### src/rtl/noc_mem_responder.sv
`default_nettype none
// noc_mem_responder: memory-side NoC endpoint; buffers request flits, performs them on a local
// word memory and returns one response flit per request addressed back to the requester.  Rev 1.0
module noc_mem_responder #(
   parameter int ADDR_WIDTH = 16,
   parameter int DATA_WIDTH = 128,
   parameter int ROUTE_BITS = 2,
   parameter int REQ_DEPTH  = 2,
   parameter int MEM_DEPTH  = 16,
   parameter int MEM_ID     = 0
) (
   input  logic                             clk,
   input  logic                             rst_l,
   input  logic                             req_enq,
   input  logic [ADDR_WIDTH+DATA_WIDTH-1:0] req_in,
   output logic                             req_full,
   output logic                             resp_enq,
   output logic [ADDR_WIDTH+DATA_WIDTH-1:0] resp_out,
   input  logic                             resp_full_downstream,
   output logic                             busy
);
   localparam int FW  = ADDR_WIDTH + DATA_WIDTH;
   localparam int MIW = $clog2(MEM_DEPTH);
   localparam int PW  = $clog2(REQ_DEPTH);
   localparam int OPB = ADDR_WIDTH - 2*ROUTE_BITS - 1;

   localparam logic [1:0] IDLE = 2'd0;
   localparam logic [1:0] READ = 2'd1;
   localparam logic [1:0] SEND = 2'd2;

   logic [FW-1:0]         req_buf [REQ_DEPTH];
   logic [PW-1:0]         wr_ptr;
   logic [PW-1:0]         rd_ptr;
   logic [PW:0]           count;
   logic [1:0]            state;
   logic [DATA_WIDTH-1:0] mem [MEM_DEPTH];
   logic [DATA_WIDTH-1:0] mem_rdata;
   logic [ADDR_WIDTH-1:0] resp_addr;
   logic [DATA_WIDTH-1:0] resp_data;

   logic                  push;
   logic                  pop;
   logic [FW-1:0]         head;
   logic [ADDR_WIDTH-1:0] head_addr;
   logic [DATA_WIDTH-1:0] head_data;
   logic                  head_wr;
   logic [MIW-1:0]        head_idx;
   logic [ADDR_WIDTH-1:0] hdr_resp;
   logic                  unused_hdr;

   assign req_full  = (count == (PW+1)'(REQ_DEPTH));
   assign push      = req_enq && !req_full;
   assign pop       = (state == IDLE) && (count != '0);
   assign head      = req_buf[rd_ptr];
   assign head_addr = head[FW-1 -: ADDR_WIDTH];
   assign head_data = head[DATA_WIDTH-1:0];
   assign head_wr   = head_addr[OPB];
   assign head_idx  = head_addr[MIW-1:0];
   // destination and padding bits of the request header carry no meaning here
   assign unused_hdr = ^head_addr;

   always_comb begin
      hdr_resp                                   = '0;
      hdr_resp[ADDR_WIDTH-1 -: ROUTE_BITS]       = head_addr[ADDR_WIDTH-ROUTE_BITS-1 -: ROUTE_BITS];
      hdr_resp[ADDR_WIDTH-ROUTE_BITS-1 -: ROUTE_BITS] = ROUTE_BITS'(MEM_ID);
      hdr_resp[OPB]                              = head_wr;
      hdr_resp[MIW-1:0]                          = head_idx;
   end

   always_ff @(posedge clk) begin
      if (push)
         req_buf[wr_ptr] <= req_in;
   end

   always_ff @(posedge clk or negedge rst_l) begin
      if (!rst_l) begin
         wr_ptr <= '0;
         rd_ptr <= '0;
         count  <= '0;
      end else begin
         if (push)
            wr_ptr <= wr_ptr + 1'b1;
         if (pop)
            rd_ptr <= rd_ptr + 1'b1;
         case ({push, pop})
            2'b10:   count <= count + 1'b1;
            2'b01:   count <= count - 1'b1;
            default: count <= count;
         endcase
      end
   end

   // single-port word memory: write or registered read, issued at pop time
   always_ff @(posedge clk) begin
      if (pop && head_wr)
         mem[head_idx] <= head_data;
      if (pop && !head_wr)
         mem_rdata <= mem[head_idx];
   end

   always_ff @(posedge clk or negedge rst_l) begin
      if (!rst_l) begin
         state     <= IDLE;
         resp_addr <= '0;
         resp_data <= '0;
      end else begin
         case (state)
            IDLE: begin
               if (pop) begin
                  resp_addr <= hdr_resp;
                  if (head_wr) begin
                     resp_data <= head_data;
                     state     <= SEND;
                  end else begin
                     state     <= READ;
                  end
               end
            end
            READ: begin
               resp_data <= mem_rdata;
               state     <= SEND;
            end
            SEND: begin
               if (!resp_full_downstream)
                  state <= IDLE;
            end
            default: state <= IDLE;
         endcase
      end
   end

   assign resp_enq = (state == SEND) && !resp_full_downstream;
   assign resp_out = {resp_addr, resp_data};
   assign busy     = (state != IDLE) || (count != '0);

endmodule
`default_nettype wire
### config.mk
export PLATFORM = sky130hd
export DESIGN_NAME = noc_mem_responder
export DESIGN_NICKNAME = d
export VERILOG_FILES = /design/src/rtl/noc_mem_responder.sv
export SDC_FILE = /design/constraint.sdc
export NUM_CORES = 2
export LEC_CHECK = 0
export CAP_MARGIN = 15
export CORE_MARGIN = 2
export CORE_UTILIZATION = 30
export CTS_CLUSTER_SIZE = 12
export DETAILED_ROUTE_END_ITERATION = 16
export MAX_ROUTING_LAYER = met4
export PLACE_DENSITY = 0.53
export SLEW_MARGIN = 20
export SYNTH_ARGS = -nofsm -noshare
export SYNTH_HDL_FRONTEND = slang
export SYNTH_SLANG_ARGS = --single-unit
export TNS_END_PERCENT = 30
### constraint.sdc
create_clock -name clk -period 14.6 [get_ports clk]
set_clock_uncertainty 0.05 [all_clocks]
set_input_delay 1.46 -clock clk [delete_from_list [all_inputs] [get_ports clk]]
set_output_delay 1.46 -clock clk [all_outputs]
set_load 0.02 [all_outputs]
Word level (Yosys, flattened, before mapping). Memory sizes are Yosys's and may differ from the RTL's. A register that Yosys moved wholly into a read port is not among the register bits. Cells that the tools add are included.

Register bits: 141. Bits in latches: 0. Bits in writable memories: 2336. Bits in read-only memories: 0. Input bits: 148. Memories: 2.

$add $sub $neg: 4. $mul: 0. Div/mod/pow operators: 0. $lt $le $gt $ge: 0. Eq/ne operators: 8. Shift-type cells: 0. Multiplexer cells: 12. Bitwise logic cells: 0. Reduce and logical (&&, ||, !) cells: 17.

Memory list: mem (depth 16, bits a word 128, rd ports 1, clocked after memory_dff 1, write ports 1, RTL line 36) `logic [DATA_WIDTH-1:0] mem [MEM_DEPTH];`; req_buf (depth 2, bits a word 144, rd ports 1, clocked after memory_dff 0, write ports 1, RTL line 31) `logic [FW-1:0] req_buf [REQ_DEPTH];`.

Operators by type and width (number): two-way mux 128 bit (2); case mux 128 bit (2 select lines) (1); nonzero test 2 bit (4); == test 2 bit, second input constant (3); two-way mux 2 bit (3); inequality test 2 bit, second input constant (3); case mux 2 bit (3 select lines) (1); logical AND 1 bit (5); == test 2 x 1 -> 1 bit, second input constant (2); two-way mux 1 bit (4); case mux 2 bit (2 select lines) (1); AND reduction 2 bit (2); logical NOT 1 bit (3); AND reduction 3 bit (1); adder 1 bit, second input constant (2); adder 2 x 1 -> 2 bit, second input constant (1); logical NOT 2 bit (1); subtractor 2 x 1 -> 2 bit, second input constant (1); logical OR 1 bit (1).

Logic depth before layout (Yosys ltp).
Depth after elaboration: 5. Mapped depth: 8. Mapped depth without buffers: 7.

Worst setup path after synthesis. OpenSTA, ideal clock, no wires.

Path type: input port to flip-flop. From: input req_enq. To: memory req_buf[0][0] (netlist name) (enable). Library setup time: 0.631 ns. Arrival: 7.162 ns. Setup slack: 6.757 ns. Stages: 2. Buffers on the path: 0. Cell sequence: nand2_1 > nor2_1.

Cells in the longest elaborated chain, start to end: 3.

Ends and longest elaborated chain: from (decl) (RTL line 14) `input logic req_enq,`; logical AND 1 bit (RTL line 52) `assign push = req_enq && !req_full;`; two-way mux 1 bit (RTL line 71) `if (push)`; two-way mux 1 bit (implied by the code) (RTL line 72) `req_buf[wr_ptr] <= req_in;`; to (decl) (RTL line 31).

No other way between the ends.

Final worst setup path.
From: register rd_ptr. To: memory mem[2][124] (enable).

Cells in the longest elaborated chain, start to end: 4.

Ends and longest elaborated chain: from (decl) (RTL line 33) `logic [PW-1:0] rd_ptr;`; from (signal assigned) (RTL line 84) `rd_ptr <= rd_ptr + 1'b1;`; memory (2 x 144 bit) *; logical AND 1 bit (RTL line 95) `if (pop && head_wr)`; two-way mux 1 bit (RTL line 95); two-way mux 1 bit (implied by the code) (RTL line 96) `mem[head_idx] <= head_data;`; to (decl) (RTL line 36).

Every way passes the cells marked *; elsewhere a longest branch is shown, timed or not.

==> reports/summary.txt <==
outcome: finished clean
Slew Limit Headroom: 0.209
routed len/inst: 27.1 µm
number of global-route vias before repair: 69181
Slowest cell on crit path: dfrtp_4
Cell Area, Synth: 109000 µm²
Tightest Pin Transition: 1.19 ns
synth warn: 0
Seq/Total Area, Yosys: 0.704
final wirelength: 336 mm
CP required: 15.05 ns
H-tree levels: 5
global-route wire length before repair: 485 mm
HP Class: flop to flop
post_cts resized: 0
Final Instance Area: 126000 µm²
Clock Latency Late Sink: 0.91 ns
initial antenna violation count: 21
Num Clock Sinks: 2587
chip height: 608 µm
TritonRoute pass-1 iters: 8
Pwr Density: 195 nW/µm²
postcts setup bufs: 0
die area: 369000 µm²
Fillers: 34283
met2 usage: 0.291
ANT nets after route: 0
top fanout value on the critical path: 115
max-cap check violation count: 0
minimum clock period: 7.11 ns
Pwr Total: 24500 µW
Slew Viols, Final: 0
Cell Area, Placed: 117000 µm²
Startpoint Class: flop
worst reg-to-reg setup slack: 7.49 ns
CP max stage delay: 1.00 ns
crit end category: flop
layout net count: 7516
final worst path period share: 0.487
1st-iter DRT viols: 7032
Post-CTS Hold Fix Bufs: 0
count of boundary I/O pins: 295
Initial Utilization: 0.302
CP dominant cell by count: buf_4
RSZ-0062 raised after global routing: no
Mapped Cells: 7307
met1 GRT Util: 0.235
FF+latch count, synth: 2587
DP Worst Slack: 7.52 ns
Leak Pwr: 0.0404 µW
Fin Setup TNS: 0 ns
die width: 608 µm
Area growth syn-to-layout: 15.2%
Routability Congestion: 0.753
VDD IR max: 0.196 mV
Worst-path clk slew: 0.06 ns
I/O Buffers: 276
FP Rows: 221
total CTS buffers: 291
synthesized area per cell: 15.0 µm²
vias per cell: 5.53
pin count of the biggest net entering global routing: 199
Core ar.: 363000 µm²
DR DRC count: 0
Root Driver: clkbuf_16
DR vias: 68654
final setup margin: 7.49 ns
GR peak layer: met2
WS Path Type: flop to flop
gr usage total: 0.182
share of cells above drive strength 1: 0.124
cells along the critical path: buf_4 > buf_12 > nand2b_4 > nand2_1 > or4_1 > nor2_4 > buf_4 > buf_4
Max Clk Rate: 141 MHz
Distinct cells, synth: 42
Hold Fails Final Rpt: 0
GRT met3 Usage: 0.0307
TritonCTS clock tree: built
post-DP HPWL: 170 mm
CP Data Arrival Time: 7.55 ns
clk buf depth: 4
total grt overflow: 0
Final Core Density: 0.347
Final Setup Violations: 0
-- critical path, delay by kind of cell, from the launching register on --
kind	cells	cell delay, ns
buffers and inverters	4	2.80
and+or+nand+nor	4	2.67
DFF	1	1.00
-- cells in the final DEF (no fill, tap or decap), types with 257 or more instances in the layout --
cell and count:
clkbuf_16 294, edfxtp_1 2446, inv_1 260, o22ai_1 257
o21ai_0 338, nand2b_1 259, nand2_1 906, clkdlybuf4s50_1 275
-- where the power goes --
part           internal, µW  leakage (µW)  switching (µW)
Clock                  3990       0.00438            3010
Combinational          2250        0.0122            4980
Sequential             9920        0.0238             399
Total                 16200        0.0404            8400
-- path summary, 6_finish.rpt --
path / startpoint / end / cells after the start
worst max register to register: rd_ptr$_DFFE_PN0N_ / mem[2][124]$_DFFE_PP_ / 8
worst min register to register: mem_rdata[83]$_DFFE_PP_ / resp_data[83]$_DFFE_PN0P_ / 2
worst min-delay path: mem_rdata[83]$_DFFE_PP_ / resp_data[83]$_DFFE_PN0P_ / 2
min in group asynchronous: rst_l / resp_data[47]$_DFFE_PN0P_ / 1
max in group asynchronous: rst_l / rd_ptr$_DFFE_PN0N_ / 2
worst max-delay path: rd_ptr$_DFFE_PN0N_ / mem[2][124]$_DFFE_PP_ / 8
-- final cells by class --
class                           count  area [µm²]  share of cell area
Clock inverter                    117        1070             0.00848
Timing Repair Buffer              424        4040              0.0321
Clock buffer                      413        7980              0.0634
Sequential cell                  2587       77000               0.612
Tap cell                         4794        6000              0.0476
Inverter                          260         976             0.00775
Multi-Input combinational cell   3803       28800               0.229
Antenna cell                       14        35.0            0.000278
-- sequential cells by signal, summed over array words and instances, names as in the netlist --
| name | cells |
|---|---|
| rd_ptr | 1 |
| wr_ptr | 1 |
| count | 2 |
| mem_rdata | 128 |
| resp_addr | 7 |
| req_buf | 270 |
| state | 2 |
| resp_data | 128 |
| mem | 2048 |
-- stage by stage --
stage	std cells	hold slack (ns)
3_3_place_gp	11868	0.393
6_report	12412	0.394
4_1_cts	12398	0.388
5_1_grt	12406	0.424
2_1_floorplan	7315	0.376
3_5_place_dp	11868	0.393
-- cells by family after synthesis --
group / count (synthesis) / share of synthesized area
AOI/OAI and AO/OA: 1421 / 0.0916
xor gates and xnor gates: 5 / 0.000401
adders and majority gates: 1 / 0.000114
buffers and inverters: 925 / 0.0350
DFF: 2587 / 0.704
muxes: 519 / 0.0784
other: 1 / 0.0000343
and+or+nand+nor: 1848 / 0.0903
-- cells in the mapped netlist, drive strengths merged --
library cell / n / area [µm²]
or3: 1 / 6.26
o41ai: 256 / 2240
clkbuf: 522 / 1960
inv: 260 / 976
xor2: 1 / 8.76
and3: 257 / 1610
mux2: 129 / 1460
and2: 2 / 12.5
o22ai: 258 / 1610
mux2i: 134 / 1350
nand3b: 1 / 7.51
dfrtp: 141 / 3530
nand4b: 256 / 2240
o32a: 1 / 10.0
nor2: 28 / 105
conb: 1 / 3.75
o22a: 1 / 8.76
o32ai: 257 / 2250
o21ai: 390 / 1950
nand4: 128 / 801
o31ai: 256 / 1920
nor2b: 3 / 18.8
a31oi: 1 / 6.26
ha: 1 / 12.5
nand2: 907 / 3410
a21oi: 1 / 5.00
mux4: 256 / 5770
xnor2: 4 / 35.0
nor3: 2 / 15.0
nand2b: 260 / 1630
buf: 143 / 892
or4: 3 / 26.3
edfxtp: 2446 / 73500
-- routing by layer --
metal / vias to the layer above / routed length (µm)
met2: 2996 / 160000
met3: 630 / 26000
li1: 29034 / -
met1: 35994 / 140000
met4: 0 / 11100
met5: - / 0
Note: power is estimated with default switching activity, not from simulation.
